--- config.mk ---
export PLATFORM = sky130hd
export DESIGN_NAME = uart_rx_fifo
export DESIGN_NICKNAME = d
export VERILOG_FILES = /design/src/rtl/uart_rx_fifo_pkg.sv /design/src/rtl/uart_rx_fifo_byte_fifo.sv /design/src/rtl/uart_rx_fifo.sv
export SDC_FILE = /design/constraint.sdc
export NUM_CORES = 1
export LEC_CHECK = 0
export BUFFER_PORTS_ARGS = -buffer_cell sky130_fd_sc_hd__buf_2
export CAP_MARGIN = 20
export CORE_ASPECT_RATIO = 0.7
export CORE_MARGIN = 2
export CORE_UTILIZATION = 66
export DETAILED_ROUTE_END_ITERATION = 6
export HOLD_SLACK_MARGIN = 0.15
export PLACE_DENSITY = 0.9
export RECOVER_POWER = 25
export SKIP_CTS_REPAIR_TIMING = 1
export SLEW_MARGIN = 20
export SYNTH_ARGS = -nofsm -noshare
export SYNTH_HDL_FRONTEND = slang
export SYNTH_HIERARCHICAL = 1
export SYNTH_SLANG_ARGS = --single-unit
--- constraint.sdc ---
create_clock -name clk_in -period 6.2 [get_ports clk_in]
set_clock_uncertainty 0.05 [all_clocks]
set_input_delay 0.93 -clock clk_in [delete_from_list [all_inputs] [get_ports clk_in]]
set_output_delay 0.93 -clock clk_in [all_outputs]
set_load 0.03 [all_outputs]
--- src/rtl/uart_rx_fifo_pkg.sv ---
// Shared types and constants for the UART receiver with byte FIFO.
package uart_rx_pkg;

  // Receive FSM states
  typedef enum logic [2:0] {
    IDLE      = 3'd0,
    START     = 3'd1,
    DATA      = 3'd2,
    STOP      = 3'd3,
    WAIT_HIGH = 3'd4
  } rx_state_e;

  // Bit positions inside a frame: start bit is index 0, stop bit is index 9
  localparam logic [3:0] START_IDX = 4'd0;
  localparam logic [3:0] STOP_IDX  = 4'd9;

  // Two-out-of-three vote used to decide each bit from three mid-bit samples
  function automatic logic majority3(input logic a, input logic b, input logic c);
    return (a & b) | (a & c) | (b & c);
  endfunction

endpackage

--- src/rtl/uart_rx_fifo_byte_fifo.sv ---
// Byte FIFO with a registered head output. A push while full is accepted only
// when a pop happens in the same cycle; the head register is prefetched so the
// byte at the new read pointer is presented together with the updated count.
module byte_fifo #(
  parameter FIFO_DEPTH_LOG2 = 2
) (
  input  logic                     clk_in,
  input  logic                     reset,
  input  logic                     push,
  input  logic [7:0]               push_data,
  input  logic                     pop,
  output logic [7:0]               head_data,
  output logic                     full,
  output logic                     empty,
  output logic [FIFO_DEPTH_LOG2:0] count
);

  localparam int DEPTH = 2 ** FIFO_DEPTH_LOG2;

  typedef logic [FIFO_DEPTH_LOG2-1:0] ptr_t;
  typedef logic [FIFO_DEPTH_LOG2:0]   cnt_t;

  localparam cnt_t DEPTH_CNT = cnt_t'(DEPTH);

  logic [7:0] mem_r [DEPTH];
  ptr_t       wr_ptr_r;
  ptr_t       rd_ptr_r;
  cnt_t       count_r;
  logic [7:0] head_r;
  logic       full_r;
  logic       empty_r;

  logic       pop_eff_s;
  logic       push_eff_s;
  ptr_t       rd_nxt_s;
  ptr_t       wr_nxt_s;
  cnt_t       count_nxt_s;
  logic [7:0] head_nxt_s;

  // Qualify push/pop and compute next pointers, count and head byte
  always_comb begin
    pop_eff_s   = pop & (count_r != cnt_t'(0));
    push_eff_s  = push & ((count_r != DEPTH_CNT) | pop_eff_s);
    rd_nxt_s    = rd_ptr_r;
    wr_nxt_s    = wr_ptr_r;
    count_nxt_s = count_r;
    head_nxt_s  = 8'h00;
    if (pop_eff_s) begin
      rd_nxt_s = rd_ptr_r + ptr_t'(1);
    end else begin
      rd_nxt_s = rd_ptr_r;
    end
    if (push_eff_s) begin
      wr_nxt_s = wr_ptr_r + ptr_t'(1);
    end else begin
      wr_nxt_s = wr_ptr_r;
    end
    case ({push_eff_s, pop_eff_s})
      2'b10:   count_nxt_s = count_r + cnt_t'(1);
      2'b01:   count_nxt_s = count_r - cnt_t'(1);
      default: count_nxt_s = count_r;
    endcase
    // The new head may be the byte being written this very cycle
    if (count_nxt_s == cnt_t'(0)) begin
      head_nxt_s = 8'h00;
    end else if (push_eff_s && (wr_ptr_r == rd_nxt_s)) begin
      head_nxt_s = push_data;
    end else begin
      head_nxt_s = mem_r[rd_nxt_s];
    end
  end

  // Storage array write
  always_ff @(posedge clk_in or posedge reset) begin
    if (reset) begin
      for (int i = 0; i < DEPTH; i++) begin
        mem_r[i] <= 8'h00;
      end
    end else if (push_eff_s) begin
      mem_r[wr_ptr_r] <= push_data;
    end
  end

  // Pointers, occupancy and registered status/head outputs
  always_ff @(posedge clk_in or posedge reset) begin
    if (reset) begin
      wr_ptr_r <= '0;
      rd_ptr_r <= '0;
      count_r  <= '0;
      head_r   <= 8'h00;
      full_r   <= 1'b0;
      empty_r  <= 1'b1;
    end else begin
      wr_ptr_r <= wr_nxt_s;
      rd_ptr_r <= rd_nxt_s;
      count_r  <= count_nxt_s;
      head_r   <= head_nxt_s;
      full_r   <= (count_nxt_s == DEPTH_CNT);
      empty_r  <= (count_nxt_s == cnt_t'(0));
    end
  end

  assign head_data = head_r;
  assign full      = full_r;
  assign empty     = empty_r;
  assign count     = count_r;

endmodule

--- src/rtl/uart_rx_fifo.sv ---
// 8N1 UART receiver with 3-sample majority voting feeding a small byte FIFO.
// A start is recognised one cycle early from the first synchronizer flop, so the
// cycle in which the synchronized line first reads low is already START tick 0.
module uart_rx_fifo
  import uart_rx_pkg::*;
#(
  parameter UART_CLK_TICKS_PER_BIT = 5'd20,
  parameter UART_CLK_TICKS_WIDTH   = 3'd5,
  parameter FIFO_DEPTH_LOG2        = 2
) (
  input  logic                     clk_in,
  input  logic                     reset,
  input  logic                     rx_in,
  output logic [7:0]               data_out,
  output logic                     data_valid,
  input  logic                     data_ready,
  output logic                     rx_running,
  output logic                     frame_error,
  output logic                     overflow,
  output logic [FIFO_DEPTH_LOG2:0] fifo_count
);

  typedef logic [UART_CLK_TICKS_WIDTH-1:0] tick_t;

  localparam tick_t TICK_LAST   = tick_t'(UART_CLK_TICKS_PER_BIT - 1);
  localparam tick_t TICK_MID    = tick_t'(UART_CLK_TICKS_PER_BIT >> 1);
  localparam tick_t TICK_MID_M1 = TICK_MID - tick_t'(1);
  localparam tick_t TICK_MID_P1 = TICK_MID + tick_t'(1);

  logic       rx_meta_r;
  logic       rx_sync_r;
  logic [1:0] sync_ok_r;
  logic       armed_r;
  rx_state_e  state_r;
  tick_t      tick_r;
  logic [3:0] bit_idx_r;
  logic [7:0] shift_r;
  logic       samp_lo_r;
  logic       samp_mid_r;
  logic       rx_running_r;
  logic       frame_error_r;
  logic       overflow_r;

  rx_state_e  state_nxt_s;
  tick_t      tick_nxt_s;
  logic [3:0] bit_idx_nxt_s;
  logic [7:0] shift_nxt_s;
  logic       samp_lo_nxt_s;
  logic       samp_mid_nxt_s;
  logic       push_s;
  logic       frame_err_s;
  logic       start_edge_s;
  logic       decide_s;
  logic       tick_wrap_s;
  logic       bit_val_s;
  logic       fifo_full_s;
  logic       fifo_empty_s;

  // Two-flop synchronizer; both flops idle high so reset does not look like a start
  always_ff @(posedge clk_in or posedge reset) begin
    if (reset) begin
      rx_meta_r <= 1'b1;
      rx_sync_r <= 1'b1;
    end else begin
      rx_meta_r <= rx_in;
      rx_sync_r <= rx_meta_r;
    end
  end

  // Arm the start detector only after a genuinely sampled high synchronized line
  always_ff @(posedge clk_in or posedge reset) begin
    if (reset) begin
      sync_ok_r <= 2'b00;
      armed_r   <= 1'b0;
    end else begin
      sync_ok_r <= {sync_ok_r[0], 1'b1};
      armed_r   <= armed_r | (sync_ok_r[1] & rx_sync_r);
    end
  end

  // Next-state, bit timing, sampling and shift logic of the receive FSM
  always_comb begin
    state_nxt_s    = state_r;
    tick_nxt_s     = tick_r;
    bit_idx_nxt_s  = bit_idx_r;
    shift_nxt_s    = shift_r;
    samp_lo_nxt_s  = samp_lo_r;
    samp_mid_nxt_s = samp_mid_r;
    push_s         = 1'b0;
    frame_err_s    = 1'b0;
    start_edge_s   = armed_r & rx_sync_r & ~rx_meta_r;
    decide_s       = (tick_r == TICK_MID_P1);
    tick_wrap_s    = (tick_r == TICK_LAST);
    bit_val_s      = majority3(samp_lo_r, samp_mid_r, rx_sync_r);

    if (state_r inside {START, DATA, STOP}) begin
      if (tick_wrap_s) begin
        tick_nxt_s    = tick_t'(0);
        bit_idx_nxt_s = bit_idx_r + 4'd1;
      end else begin
        tick_nxt_s    = tick_r + tick_t'(1);
        bit_idx_nxt_s = bit_idx_r;
      end
      if (tick_r == TICK_MID_M1) begin
        samp_lo_nxt_s = rx_sync_r;
      end else if (tick_r == TICK_MID) begin
        samp_mid_nxt_s = rx_sync_r;
      end else begin
        samp_lo_nxt_s  = samp_lo_r;
        samp_mid_nxt_s = samp_mid_r;
      end
    end else begin
      tick_nxt_s    = tick_t'(0);
      bit_idx_nxt_s = START_IDX;
    end

    case (state_r)
      IDLE: begin
        if (start_edge_s) begin
          state_nxt_s = START;
        end else begin
          state_nxt_s = IDLE;
        end
      end
      START: begin
        if (decide_s && bit_val_s) begin
          state_nxt_s   = IDLE;
          tick_nxt_s    = tick_t'(0);
          bit_idx_nxt_s = START_IDX;
        end else if (tick_wrap_s) begin
          state_nxt_s = DATA;
        end else begin
          state_nxt_s = START;
        end
      end
      DATA: begin
        if (decide_s) begin
          shift_nxt_s = {bit_val_s, shift_r[7:1]};
        end else begin
          shift_nxt_s = shift_r;
        end
        if (tick_wrap_s && (bit_idx_r == STOP_IDX - 4'd1)) begin
          state_nxt_s = STOP;
        end else begin
          state_nxt_s = DATA;
        end
      end
      STOP: begin
        if (decide_s) begin
          tick_nxt_s    = tick_t'(0);
          bit_idx_nxt_s = START_IDX;
          if (bit_val_s) begin
            push_s      = 1'b1;
            state_nxt_s = IDLE;
          end else begin
            frame_err_s = 1'b1;
            state_nxt_s = WAIT_HIGH;
          end
        end else begin
          state_nxt_s = STOP;
        end
      end
      WAIT_HIGH: begin
        if (rx_sync_r) begin
          state_nxt_s = IDLE;
        end else begin
          state_nxt_s = WAIT_HIGH;
        end
      end
      default: begin
        state_nxt_s   = IDLE;
        tick_nxt_s    = tick_t'(0);
        bit_idx_nxt_s = START_IDX;
      end
    endcase
  end

  // Receive FSM state, counters and data registers
  always_ff @(posedge clk_in or posedge reset) begin
    if (reset) begin
      state_r    <= IDLE;
      tick_r     <= tick_t'(0);
      bit_idx_r  <= START_IDX;
      shift_r    <= 8'h00;
      samp_lo_r  <= 1'b1;
      samp_mid_r <= 1'b1;
    end else begin
      state_r    <= state_nxt_s;
      tick_r     <= tick_nxt_s;
      bit_idx_r  <= bit_idx_nxt_s;
      shift_r    <= shift_nxt_s;
      samp_lo_r  <= samp_lo_nxt_s;
      samp_mid_r <= samp_mid_nxt_s;
    end
  end

  // Registered status outputs; overflow only when the push finds no room
  always_ff @(posedge clk_in or posedge reset) begin
    if (reset) begin
      rx_running_r  <= 1'b0;
      frame_error_r <= 1'b0;
      overflow_r    <= 1'b0;
    end else begin
      rx_running_r  <= (state_nxt_s != IDLE);
      frame_error_r <= frame_err_s;
      overflow_r    <= push_s & fifo_full_s & ~(data_ready & ~fifo_empty_s);
    end
  end

  byte_fifo #(
    .FIFO_DEPTH_LOG2(FIFO_DEPTH_LOG2)
  ) u_byte_fifo (
    .clk_in    (clk_in),
    .reset     (reset),
    .push      (push_s),
    .push_data (shift_r),
    .pop       (data_ready),
    .head_data (data_out),
    .full      (fifo_full_s),
    .empty     (fifo_empty_s),
    .count     (fifo_count)
  );

  assign data_valid  = ~fifo_empty_s;
  assign rx_running  = rx_running_r;
  assign frame_error = frame_error_r;
  assign overflow    = overflow_r;

endmodule

# Word level (Yosys, flattened, before mapping)
# Cells that the tools add are included.
# word_totals
reg_bits	79
inputBits	4
output_inout_bits	15
wordCells	114
# classes
addsub	6
order_cmp	3
n_eq_ne	14
mux	34
bitwise_logic	21
n_reduce_logical	13
# ops
op	count
8-bit 2-to-1 mux	5
32-bit bitwise mux	1
5-bit 2-to-1 mux	4
8-bit binary-select mux with 2-bit select	1
8-bit demux with 2-bit select	1
4-bit 2-to-1 mux	4
5-bit by 4-bit equality test with 1-bit output, second input constant	3
3-bit one-hot mux with 5 select lines	1
5-bit one-hot mux with 3 select lines	1
4-bit one-hot mux with 3 select lines	1
1-bit bitwise AND	11
3-bit 2-to-1 mux	3
3-bit nonzero test	3
1-bit 2-to-1 mux	8
3-bit by 2-bit equality test with 1-bit output, second input constant	2
3-bit equality test, second input constant	2
3-bit greater-or-equal comparator, second input constant	2
3-bit logical NOT	2
2-bit 2-to-1 mux	3
2-bit NOT with 3-bit output	2
3-bit one-hot mux with 2 select lines	1
5-bit by 1-bit adder with 5-bit output, second input constant	1
5-bit equality test, second input constant	1
2-bit by 1-bit adder with 2-bit output, second input constant	2
other kinds (16)	26

# Logic depth before layout (Yosys ltp)
# depth
word_depth	11
depth_mapped	15
mapped_depth_nobuf	14

# Cells and area by module
# The synthesis kept the hierarchy.
# by_module_without_submodules
mod	instances	cells_per_inst	area_per_inst_um2	seq_area_each_um2
byte_fifo	1	241	2636.3	1227.4
uart_rx_fifo	1	115	1340.0	755.7

# Worst setup path before layout
# OpenSTA, ideal clock, no wires.
# synth_path
path_type	reg2reg
startpoint	register tick_r[0]
endpoint	register u_byte_fifo.head_r[4] (netlist: u_byte_fifo/head_data[4])
setup_ns	0.110
arrival_ns	3.409
t_required_ns	6.040
slack_ns	2.631
stages_incl_launch_ff	16
path_buffers	1
synth_period_minus_slack_ns	3.569
cell_sequence	dfrtp_1 ha_1 and4bb_1 nand2_2 nor3_1 o41a_1 clkbuf_1 inv_1 ha_1 inv_1 fa_1 nor2b_1 and2_1 o211ai_1 clkinv_1 o41ai_1
# synth_between
elab_chain_len	8
elab_cells_between_ends	11
cone_classes	eq/ne (3); mux (5); bitwise (1); reduce/logical (2)
# synth_rtl
element	line	text
start, declared	uart_rx_fifo.sv:35	tick_t tick_r;
start signal, assigned	uart_rx_fifo.sv:182	tick_r <= tick_t'(0);
start signal, assigned	uart_rx_fifo.sv:189	tick_r <= tick_nxt_s;
5-bit by 4-bit equality test with 1-bit output (*)	uart_rx_fifo.sv:92	decide_s = (tick_r == TICK_MID_P1);
1-bit 2-to-1 mux (*)	uart_rx_fifo.sv:149	if (decide_s) begin
1-bit 2-to-1 mux (*)	uart_rx_fifo.sv:117	case (state_r)
via push_s	uart_rx_fifo.sv:50	logic push_s;
1-bit bitwise AND (*)	uart_rx_fifo_byte_fifo.sv:43	push_eff_s = push & ((count_r != DEPTH_CNT) | pop_eff_s);
2-bit by 1-bit equality test with 1-bit output / 2-bit equality test (equally long branches)	uart_rx_fifo_byte_fifo.sv:58	case ({push_eff_s, pop_eff_s})
3-bit one-hot mux with 2 select lines	uart_rx_fifo_byte_fifo.sv:58	
3-bit logical NOT	uart_rx_fifo_byte_fifo.sv:64	if (count_nxt_s == cnt_t'(0)) begin
8-bit 2-to-1 mux (*)	uart_rx_fifo_byte_fifo.sv:64	
via u_byte_fifo.head_nxt_s[4]	uart_rx_fifo_byte_fifo.sv:38	logic [7:0] head_nxt_s;
end signal, assigned	uart_rx_fifo_byte_fifo.sv:97	head_r <= head_nxt_s;
end, declared	uart_rx_fifo_byte_fifo.sv:29	logic [7:0] head_r;
# The timed path passes the listed nets; every way through them passes the cells marked *.
# A chain may end at the register's enable or synchronous reset.

# Final worst setup path
# Same ends and word-level chain as after synthesis.

==> flow_metrics.tcl <==
set metrics [dict create \
    avgSynthCellArea_um2 11.2 \
    synth_warnings 6 \
    clk_path_buf_depth 2 \
    drtPass1Iterations 5 \
    die-height_um 68.9 \
    grt_pass1_vias 2678 \
    critPathMaxStageDelay_ps 440 \
    yosysSeqAreaShare_pct 49.9 \
    final_common_cell "dfrtp_1" \
    power.static_leakage_uw 0.00204 \
    filler_cell_count 372 \
    io_pins 19 \
    synth_seq_cells 79 \
    dieArea_um2 6670 \
    cp_cell_sequence "ha_1 > and4bb_1 > nand2_2 > nor3_1 > o41a_1 > inv_1 > ha_1 > inv_1 > fa_1 > nor2b_1 > and2_1 > o211ai_1 > clkinv_1 > o41ai_1" \
    antenna_found_initial 0 \
    die_x_um 96.8 \
    drt-initial-drc-count 418 \
    rows 23 \
    criticalPathCategory "flop to flop" \
    slew_headroom_pct -48.1 \
    gp_congestion 0.859 \
    cts_made_buffers 9 \
    nets 388 \
    netlist_area_um2 3980 \
    outcome "complete, but fails checks" \
    drv_cap 2 \
    postRouteAntennaNets 0 \
    area_delta_synth_final_pct 10.3 \
    dp.cells 437 \
    vdd_drop_max_uv 218 \
    rsz0062_at_grt "no" \
    critPathSlowestCell "o41ai_1" \
    clk_latency_ps 360 \
    core_um2 5780 \
    cts_tree "done" \
    min_period_over_period_pct 68.3 \
    setup_tns_ps 0 \
    clkTransAtPathRegs_ps 80 \
    worstMarginPinSlew_ps 2210 \
    initial_core_util_pct 68.7 \
    num_vias 2903 \
    startpoint_type "flop" \
    hold_viol 0 \
    drive_gt1_share_pct 22.2 \
    post-route-min-period_ps 4240 \
    powerDensity_nw_per_um2 408 \
    overflow 0 \
    maxSlewViolCount 81 \
    htreeDepth 3 \
    wirelength_mm 8.69 \
    fin_util_pct 75.8 \
    wire_per_inst_um 19.2 \
    hp-class "flop to flop" \
    grt_start_max_net_pins 50 \
    multi_input_area_um2 1860 \
    grt_pass1_wl_mm 14.0 \
    max_freq_mhz 236 \
    seqCellArea_um2 1980 \
    clk_root_buffer_cell "clkbuf_8" \
    finalSetupViolations 0 \
    drc 0 \
    netlist_instances 356 \
    crit_required_ps 6390 \
    grt_use_total_pct 27.7 \
    io_buffers 18 \
    synth_edf_count 0 \
    vias_per_cell 6.41 \
    antennaDiodeCount 0 \
    detailed_place_hpwl_mm 5.72 \
    cp_max_fo 8 \
    final_cells 453 \
    syn_nets 371 \
    cp_data_arrival_time_ps 4420 \
    violations "max-capacitance violations, max-slew violations" \
    end_kind "flop" \
    synth-main-ff-cell "dfrtp_1" \
    final_cell_mix "dfrtp_1, nand2_1, mux2_2, nor2_1" \
    synthArstFlopShare_pct 100 \
    synth.distinct_cells 60 \
    clock-sinks 79 \
]
## cell usage after synthesis, types with 3 or more instances
master / instances / area, um^2
nand3b_1: 3 / 22.5
o311a_1: 4 / 40.0
dfstp_2: 5 / 131
mux2i_1: 11 / 110
nor2_1: 23 / 86.3
or3_1: 3 / 18.8
nor3b_1: 5 / 37.5
nand2b_1: 7 / 43.8
xor2_1: 5 / 43.8
o221ai_1: 4 / 35.0
nand2_1: 42 / 158
a311oi_1: 5 / 43.8
a21oi_1: 9 / 45.0
mux2_2: 41 / 462
mux2_1: 4 / 45.0
nor3_1: 8 / 40.0
clkbuf_1: 10 / 37.5
nand4_1: 3 / 18.8
o21ai_0: 3 / 15.0
nand3_1: 3 / 15.0
xnor2_1: 6 / 52.6
ha_1: 10 / 125
o32a_1: 4 / 40.0
dfrtp_1: 74 / 1850
inv_1: 18 / 67.6
## per-stage QoR
| step | total power (uW) | setup WS, ps | cell area (um^2) | hold slack, ps |
|---|---|---|---|---|
| final | 1790 | 1960 | 4390 | 314 |
| after global routing | 1880 | 1660 | 4390 | 320 |
| after CTS | 1780 | 2040 | 4390 | 317 |
| after detailed placement | 1270 | 2060 | 4120 | 301 |
| after global placement | 1240 | 2240 | 4120 | 283 |
| after floorplan | 1130 | 2630 | 3980 | 281 |
## worst max-delay path, delay by kind of cell, from the launching register on
family                     cells  cell delay, ps
adders and majority gates      3             980
DFF                            1             420
buffers and inverters          3             610
AOI/OAI and AO/OA              3            1110
and+or+nand+nor                5             960
## area by class of cell
cell class / count / share of cell area, %
clock buffers: 11 / 3.22
clock inverters: 5 / 2.94
inverters: 20 / 1.74
multi-input cells: 243 / 42.5
flip-flops and latches: 79 / 45.2
well taps: 75 / 2.14
repair buffers: 20 / 2.28
## where the power goes
| group | switching, uW | leakage [uW] | internal (uW) |
|---|---|---|---|
| clock | 185 | 0.000134 | 321 |
| sequential | 91.6 | 0.00103 | 593 |
| combinational | 371 | 0.000878 | 227 |
## final timing paths
path	from	endpoint	slack [ps]	cells past startpoint
min in group asynchronous	reset	u_byte_fifo/mem_r[22]	1110	2
setup / recovery	tick_r[0]	u_byte_fifo/head_data[4]	1960	14
setup reg to reg	tick_r[0]	u_byte_fifo/head_data[4]	1960	14
hold / removal	sync_ok_r[0]	sync_ok_r[1]	310	0
max in group asynchronous	reset	tick_r[2]	3930	3
hold reg to reg	sync_ok_r[0]	sync_ok_r[1]	310	0
## registers in the layout (all words and copies together) (netlist names), 3 cells and up
signal,flops
u_byte_fifo/mem_r,32
shift_r,8
u_byte_fifo/head_data,8
tick_r,5
bit_idx_r,4
state_r,3
u_byte_fifo/count,3
## cell families (layout without fill, tap and decap cells)
group           count (synthesis)  after routing  share of synthesized area, %
fa+ha+maj                      12             12                          3.90
xor+xnor                       11             11                          2.42
other cells                     1              1                        0.0943
flops                          79             79                          49.9
compound gates                 51             51                          10.7
buf+inv                        34             56                          3.27
simple gates                  112            112                          14.2
mux                            56             56                          15.5
## layer usage
layer | part of all wire (%) | GRT usage [%]
met5 | 0 | 0
met4 | 2.0 | 9.86
met3 | 9.5 | 7.36
met2 | 43 | 41.3
met1 | 46 | 39.7
Power figures use the tool's default switching activity.
